$ cat config.mk
export PLATFORM = sky130hd
export DESIGN_NAME = fifo_wr_arbiter_flat
export DESIGN_NICKNAME = d
export VERILOG_FILES = /design/src/rtl/fifo_wr_arbiter_if.sv /design/src/rtl/fifo_wr_arbiter.sv /design/src/flat_wrapper.sv
export SDC_FILE = /design/constraint.sdc
export NUM_CORES = 1
export LEC_CHECK = 0
export CORE_MARGIN = 5
export CORE_UTILIZATION = 37
export CTS_CLUSTER_DIAMETER = 80
export DETAILED_ROUTE_END_ITERATION = 6
export GPL_TIMING_DRIVEN = 0
export PLACE_DENSITY_LB_ADDON = 0.3
export SYNTH_ARGS = -nofsm -noshare
export SYNTH_HDL_FRONTEND = slang
export SYNTH_SLANG_ARGS = --single-unit
export TNS_END_PERCENT = 100
$ cat constraint.sdc
create_clock -name clk -period 3.65 [get_ports clk]
set_input_delay 0.73 -clock clk [delete_from_list [all_inputs] [get_ports clk]]
set_output_delay 0.73 -clock clk [all_outputs]
set_load 0.03 [all_outputs]
$ cat src/rtl/fifo_wr_arbiter_if.sv
// Handshake bundle between two word producers, the write arbiter and the
// FIFO write port. The master side is the arbiter; the slave side is the
// surrounding environment (producers plus FIFO).
interface fifo_wr_arbiter_if #(
  parameter int DATA_WIDTH = 8
);
  logic                  req0_valid;
  logic [DATA_WIDTH-1:0] req0_data;
  logic                  req0_ready;
  logic                  req1_valid;
  logic [DATA_WIDTH-1:0] req1_data;
  logic                  req1_ready;
  logic                  fifo_full;
  logic                  fifo_wr;
  logic [DATA_WIDTH-1:0] fifo_w_data;
  logic [1:0]            grant;

  modport master (
    input  req0_valid, req0_data, req1_valid, req1_data, fifo_full,
    output req0_ready, req1_ready, fifo_wr, fifo_w_data, grant
  );

  modport slave (
    output req0_valid, req0_data, req1_valid, req1_data, fifo_full,
    input  req0_ready, req1_ready, fifo_wr, fifo_w_data, grant
  );
endinterface

$ cat src/rtl/fifo_wr_arbiter.sv
// Round-robin write arbiter: two valid/ready producers share one FIFO write
// port. A grant lasts up to MAX_BURST accepted words; accepted words go to
// the FIFO on the same edge they are accepted (write path is combinational).
// Optional per-producer accept counters are built when FIFO_ARB_STATS_EN is
// defined; without it the stat ports and counters do not exist.
module fifo_wr_arbiter #(
  parameter int DATA_WIDTH = 8,
  parameter int MAX_BURST  = 4,
  parameter int STAT_WIDTH = 16
) (
  input  logic                  clk,
  input  logic                  reset,
  fifo_wr_arbiter_if.master     bus
`ifdef FIFO_ARB_STATS_EN
  ,
  input  logic                  stat_clr,
  output logic [STAT_WIDTH-1:0] stat_cnt0,
  output logic [STAT_WIDTH-1:0] stat_cnt1
`endif
);

  localparam int CW = $clog2(MAX_BURST + 1);
  localparam logic [CW-1:0] LAST_BEAT = CW'(MAX_BURST - 1);

  // Reject configurations that cannot work at elaboration time.
  generate
    if (MAX_BURST < 1 || STAT_WIDTH < 1) begin : g_bad_param
      $error("fifo_wr_arbiter: MAX_BURST and STAT_WIDTH must be >= 1");
    end
  endgenerate

  typedef enum logic [1:0] {
    IDLE = 2'd0,
    GNT0 = 2'd1,
    GNT1 = 2'd2
  } state_t;

  state_t        state_reg, state_next;
  logic [CW-1:0] burst_cnt_reg, burst_cnt_next;
  logic          last_reg, last_next;

  logic ready0, ready1;
  logic accept0, accept1;
  logic end0, end1;

  // Handshake and write-port outputs depend only on state and fifo_full/valid,
  // so a full FIFO stalls the granted producer without dropping its grant.
  always_comb begin
    ready0 = (state_reg == GNT0) && !bus.fifo_full;
    ready1 = (state_reg == GNT1) && !bus.fifo_full;
    accept0 = ready0 && bus.req0_valid;
    accept1 = ready1 && bus.req1_valid;
    // A grant ends on the last word of a burst or when its producer goes idle.
    end0 = (accept0 && (burst_cnt_reg == LAST_BEAT)) || !bus.req0_valid;
    end1 = (accept1 && (burst_cnt_reg == LAST_BEAT)) || !bus.req1_valid;
  end

  assign bus.req0_ready  = ready0;
  assign bus.req1_ready  = ready1;
  assign bus.fifo_wr     = accept0 || accept1;
  assign bus.grant       = {state_reg == GNT1, state_reg == GNT0};
  assign bus.fifo_w_data = (state_reg == GNT0) ? bus.req0_data :
                           (state_reg == GNT1) ? bus.req1_data :
                           '0;

  // Grant selection: ties from IDLE go to the producer not granted last;
  // at the end of a grant the other producer wins if waiting, otherwise the
  // same producer re-enters immediately so there is never a bubble cycle.
  always_comb begin
    state_next     = state_reg;
    burst_cnt_next = burst_cnt_reg;
    last_next      = last_reg;
    case (state_reg)
      IDLE: begin
        if (bus.req0_valid && bus.req1_valid) begin
          state_next     = last_reg ? GNT0 : GNT1;
          burst_cnt_next = '0;
          last_next      = !last_reg;
        end else if (bus.req0_valid) begin
          state_next     = GNT0;
          burst_cnt_next = '0;
          last_next      = 1'b0;
        end else if (bus.req1_valid) begin
          state_next     = GNT1;
          burst_cnt_next = '0;
          last_next      = 1'b1;
        end
      end
      GNT0: begin
        if (accept0) begin
          burst_cnt_next = burst_cnt_reg + 1'b1;
        end
        if (end0) begin
          burst_cnt_next = '0;
          if (bus.req1_valid) begin
            state_next = GNT1;
            last_next  = 1'b1;
          end else if (bus.req0_valid) begin
            state_next = GNT0;
            last_next  = 1'b0;
          end else begin
            state_next = IDLE;
          end
        end
      end
      GNT1: begin
        if (accept1) begin
          burst_cnt_next = burst_cnt_reg + 1'b1;
        end
        if (end1) begin
          burst_cnt_next = '0;
          if (bus.req0_valid) begin
            state_next = GNT0;
            last_next  = 1'b0;
          end else if (bus.req1_valid) begin
            state_next = GNT1;
            last_next  = 1'b1;
          end else begin
            state_next = IDLE;
          end
        end
      end
      default: begin
        state_next     = IDLE;
        burst_cnt_next = '0;
      end
    endcase
  end

  // State registers; last resets to producer 1 so producer 0 wins the first tie.
  always_ff @(posedge clk or posedge reset) begin
    if (reset) begin
      state_reg     <= IDLE;
      burst_cnt_reg <= '0;
      last_reg      <= 1'b1;
    end else begin
      state_reg     <= state_next;
      burst_cnt_reg <= burst_cnt_next;
      last_reg      <= last_next;
    end
  end

`ifdef FIFO_ARB_STATS_EN
  logic [STAT_WIDTH-1:0] stat_cnt0_reg, stat_cnt1_reg;

  // Per-producer accept counters; a clear wins over a same-cycle accept.
  always_ff @(posedge clk or posedge reset) begin
    if (reset) begin
      stat_cnt0_reg <= '0;
      stat_cnt1_reg <= '0;
    end else if (stat_clr) begin
      stat_cnt0_reg <= '0;
      stat_cnt1_reg <= '0;
    end else begin
      if (accept0) stat_cnt0_reg <= stat_cnt0_reg + 1'b1;
      if (accept1) stat_cnt1_reg <= stat_cnt1_reg + 1'b1;
    end
  end

  assign stat_cnt0 = stat_cnt0_reg;
  assign stat_cnt1 = stat_cnt1_reg;
`endif

endmodule

$ cat src/flat_wrapper.sv
// flat-port wrapper written by rule: the top's interface ports become plain ports
module fifo_wr_arbiter_flat 
#(
  parameter int DATA_WIDTH = 8,
  parameter int MAX_BURST  = 4,
  parameter int STAT_WIDTH = 16
)
  (clk, reset, bus_req0_valid, bus_req0_data, bus_req1_valid, bus_req1_data, bus_fifo_full, bus_req0_ready, bus_req1_ready, bus_fifo_wr, bus_fifo_w_data, bus_grant);
  fifo_wr_arbiter_if #(.DATA_WIDTH(DATA_WIDTH)) bus_i ();
  input  logic clk;
  input  logic reset;
  input wire logic [$bits(bus_i.req0_valid)-1:0] bus_req0_valid;
  input wire logic [$bits(bus_i.req0_data)-1:0] bus_req0_data;
  input wire logic [$bits(bus_i.req1_valid)-1:0] bus_req1_valid;
  input wire logic [$bits(bus_i.req1_data)-1:0] bus_req1_data;
  input wire logic [$bits(bus_i.fifo_full)-1:0] bus_fifo_full;
  output wire logic [$bits(bus_i.req0_ready)-1:0] bus_req0_ready;
  output wire logic [$bits(bus_i.req1_ready)-1:0] bus_req1_ready;
  output wire logic [$bits(bus_i.fifo_wr)-1:0] bus_fifo_wr;
  output wire logic [$bits(bus_i.fifo_w_data)-1:0] bus_fifo_w_data;
  output wire logic [$bits(bus_i.grant)-1:0] bus_grant;
  assign bus_i.req0_valid = bus_req0_valid;
  assign bus_i.req0_data = bus_req0_data;
  assign bus_i.req1_valid = bus_req1_valid;
  assign bus_i.req1_data = bus_req1_data;
  assign bus_i.fifo_full = bus_fifo_full;
  assign bus_req0_ready = bus_i.req0_ready;
  assign bus_req1_ready = bus_i.req1_ready;
  assign bus_fifo_wr = bus_i.fifo_wr;
  assign bus_fifo_w_data = bus_i.fifo_w_data;
  assign bus_grant = bus_i.grant;
  fifo_wr_arbiter #(.DATA_WIDTH(DATA_WIDTH), .MAX_BURST(MAX_BURST), .STAT_WIDTH(STAT_WIDTH)) u_core (.clk(clk), .reset(reset), .bus(bus_i));
endmodule
Word level (Yosys, flattened, before mapping) --
Cells that the tools add are included.
Operators by class: $add $sub $neg 1, equality and inequality tests 9, muxes and demuxes 29, reductions and logical operators 19
Operators by type and width (number):
- 3-bit 2-to-1 mux | 7
- 2-bit 2-to-1 mux | 9
- 8-bit 2-to-1 mux | 2
- 3-bit case mux with 3 select lines | 1
- 1-bit 2-to-1 mux | 8
- 1-bit logical AND | 7
- 3-bit by 1-bit inequality test with 1-bit output, second input constant | 2
- 2-bit case mux with 3 select lines | 1
- 3-bit AND reduction | 2
- 1-bit zero test | 4
- 2-bit by 1-bit inequality test with 1-bit output, second input constant | 2
- 4-bit by 3-bit inequality test with 1-bit output, second input constant | 1
- 4-bit AND reduction | 1
- 3-bit by 1-bit adder with 3-bit output, second input constant | 1
- 3-bit by 2-bit equality test with 1-bit output, second input constant | 1
- 1-bit logical OR | 3
- 3-bit inequality test, second input constant | 1
- 1-bit case mux with 3 select lines | 1
- 3-bit nonzero test | 1
- 2-bit by 1-bit equality test with 1-bit output, second input constant | 1
- 2-bit equality test, second input constant | 1
- 2-bit zero test | 1
Storage, ports and cells: flip-flop bits (word level) 6, bits of input ports 21, output and inout port bits 13, word-level logic and storage cells 61

Longest topological paths before layout --
depth after elaboration 7, gate-level depth with buffers 7

Least setup slack after synthesis --
No wires, ideal clock.
path type reg-to-output, from register u_core.state_reg[1], to output port bus_fifo_w_data[0], data arrival time 1.810 ns, setup slack 1.110 ns, cell stages (with the launch flop) 6, buffers on the path 2, cell sequence dfrtp_1 inv_1 ha_1 buf_6 clkbuf_1 o21ai_0
RTL lines:
- start: declaration | line fifo_wr_arbiter.sv:38 | state_t state_reg, state_next;
- start signal: assignment | line fifo_wr_arbiter.sv:137 | state_reg <= state_next;
- 2-bit by 1-bit equality test with 1-bit output
- net bus_grant[0] | line flat_wrapper.sv:21 | output wire logic [$bits(bus_i.grant)-1:0] bus_grant;
- 8-bit 2-to-1 mux | line fifo_wr_arbiter.sv:62 | assign bus.fifo_w_data = (state_reg == GNT0) ? bus.req0_data :
- end: declaration | line flat_wrapper.sv:20 | output wire logic [$bits(bus_i.fifo_w_data)-1:0] bus_fifo_w_data;
The timed path passes the listed nets, and every way through them passes these cells.

Final worst setup path --
from register u_core.state_reg[0], to output port bus_fifo_w_data[2]
Between the ends: longest elaborated chain between the ends 3
Ends and longest elaborated chain:
- 2-bit equality test | line fifo_wr_arbiter.sv:63 | (state_reg == GNT1) ? bus.req1_data :
- 8-bit 2-to-1 mux | line fifo_wr_arbiter.sv:63
- 8-bit 2-to-1 mux * | line fifo_wr_arbiter.sv:62
Mark *: on every way between the ends. The rest lies on a longest branch, timed or not.

==> impl_metrics.tcl <==
set metrics [dict create \
    antenna_found_initial 0 \
    grt_pass1_wl_mm 2.68 \
    gr-total-overflow 0 \
    final_max_slew_viol_count 0 \
    crit_arrival_ns 2.39 \
    vias 621 \
    synth_area_leaders "dfrtp_1 21%, ha_1 13%, a22o_1 8.8%" \
    post-route-period-util 0.854 \
    core_um2 1520 \
    tns_ns 0 \
    syn-cell-area_um2 601 \
    die_area_um2 2530 \
    area_growth_syn_to_layout_pct 62.7 \
    cap_viol_max_count 0 \
    diodes 0 \
    rsz0062_at_grt "no" \
    io_buffers 33 \
    first_iter_violations 10 \
    ys_types 24 \
    synth_area_leader_cell "dfrtp_1" \
    p_leak_nw 0.421 \
    clkPwrFrac 0.089 \
    instances_no_fill 122 \
    place_area_um2 951 \
    post_cts_resized 0 \
    async_reset_ff_frac 1.00 \
    io_pins 34 \
    cp-end-kind "output pin" \
    p_sw_frac 0.471 \
    start_util 0.394 \
    drc_errors 0 \
    nNetsFinal 134 \
    dpl.hpwl_mm 1.38 \
    slew_headroom 0.725 \
    grt_pass1_vias 574 \
    syn_inst 69 \
    cts.reportedPaths.clkPinSlew_ns 0.05 \
    setup_viol 0 \
    power_density_nw_per_um2 742 \
    largest_register_ffs 3 \
    skew_ns 0.00353 \
    synth.most_common_cell "nand2_1" \
    die_h_um 50.3 \
    cts_tree "yes" \
    synth_ff_type "dfrtp_1" \
    avgViaCountPerCell 5.09 \
    ys_seq_area_frac 0.252 \
    crit_type "flop to output pin" \
    status "complete, no violations" \
    pwr-share-comb 0.757 \
    die_w_um 50.3 \
    dr.pass1.iters 4 \
    power.net_switching_w 0.000341 \
    numCtsBuffers 3 \
    cp.required_ns 2.92 \
    cts_sinks 6 \
    peakVddDrop_uv 530 \
    fp-row-count 14 \
    synth_common_cells "10 x nand2_1, 8 x o21ai_0, 6 x a22o_1, 6 x ha_1, 6 x inv_1" \
    clock.fmax_ghz 0.321 \
    drive_above_1_share 0.104 \
    dp_cells 118 \
    final_cell_area_um2 977 \
    cts_setup_buffers 0 \
    r2r_slack_ns 1.88 \
    postCtsHoldBufs 0 \
    routed_wl_mm 1.66 \
    clk_latency_ns 0.24 \
    cts_buffer_depth 2 \
    synth.ff_latch_count 6 \
    crit_path_start_kind "flop" \
    crit_fanout 10 \
    place.gp.congestion 0.718 \
    avgSynthCellArea_um2 8.70 \
    tightest_slew_ns 0.413 \
    grt_use_total 0.129 \
    min_path_type "flop to flop" \
    clockRootBuffer "clkbuf_4" \
    synth_warnings 0 \
    synth-edff-count 0 \
    synthesis.nets 96 \
    synth_top_area_share 0.208 \
    grt_max_degree 11 \
    power.internal_w 0.000383 \
    power_frac_seq 0.154 \
    period_minus_slack_ns 3.12 \
    wl_per_cell_um 13.6 \
    ant_nets 0 \
    hold_violations 0 \
    ctsHtreeMaxLevel 1 \
]
-- per-layer routing --
layer  up-vias  part of all wire  track usage
met4         0                 0       0.0128
li1        318                 -            -
met2        34              0.42        0.207
met3         0              0.13       0.0473
met5         -                 0            0
met1       269              0.45        0.171
-- final timing paths --
path | start | to | cells past startpoint
setup / recovery | u_core.state_reg[0] | bus_fifo_w_data[2] | 5
hold / removal | u_core.burst_cnt_reg[2] | u_core.burst_cnt_reg[2] | 2
setup reg to reg | u_core.state_reg[1] | u_core.last_reg | 7
hold reg to reg | u_core.burst_cnt_reg[2] | u_core.burst_cnt_reg[2] | 2
max in group asynchronous | reset | u_core.last_reg | 2
min in group asynchronous | reset | u_core.burst_cnt_reg[2] | 2
-- cells by family after synthesis --
| kind of cell | Yosys count | synth area share |
|---|---|---|
| AO/OA/AOI/OAI | 24 | 0.323 |
| adder cells (fa/ha/maj) | 6 | 0.125 |
| buffers and inverters | 8 | 0.0625 |
| flip-flops | 6 | 0.252 |
| multiplexers | 3 | 0.0667 |
| AND/OR/NAND/NOR | 22 | 0.171 |
-- worst max-delay path, cell delays in order, from the launching register on --
cell and delay [ns]:
dfrtp_1 0.39, inv_1 0.10, ha_1 0.38, nor2b_1 0.41, a22o_1 0.18, clkdlybuf4s50_1 0.68
-- power by group through the flow --
stage	Clock, W	Sequential (W)	Combinational, W
2_1_floorplan	0	0.000108	0.000377
3_3_place_gp	0	0.000111	0.000542
3_5_place_dp	0	0.000112	0.000552
4_1_cts	0.0000672	0.000111	0.000554
5_1_grt	0.0000729	0.000115	0.000594
6_report	0.0000645	0.000112	0.000549
-- area by class of cell --
cell class	instances	area (um2)
flip-flops and latches	6	151
repair buffers	33	330
plain buffers	2	15.0
well taps	16	20.0
multi-input cells	55	412
clock buffers	4	26.3
fillers	149	547
inverters	6	22.5
-- through the flow --
stage | hold slack (ns) | setup slack (ns) | power [W] | util
after detailed placement | 0.480 | 0.654 | 0.000664 | 0.624
after CTS | 0.491 | 0.507 | 0.000732 | 0.641
final | 0.488 | 0.532 | 0.000725 | 0.641
after global routing | 0.559 | 0.334 | 0.000782 | 0.641
after global placement | 0.468 | 0.674 | 0.000652 | 0.624
after floorplan | 0.449 | 1.11 | 0.000484 | -
-- placed cells by master, fill, tap and decap left out, drive strengths merged --
cell	count
o2bb2ai	2
a22oi	2
dfrtp	5
a211oi	1
buf	1
a21oi	4
nand2	10
a22o	6
nand2b	1
nor2b	5
o21ai	8
mux2	2
ha	6
clkdlybuf4s50	33
o31ai	1
nor2	4
nand3b	1
inv	6
mux2i	1
clkbuf	5
dfstp	1
nand3	1
No activity file was read; power rests on OpenSTA's default activity.
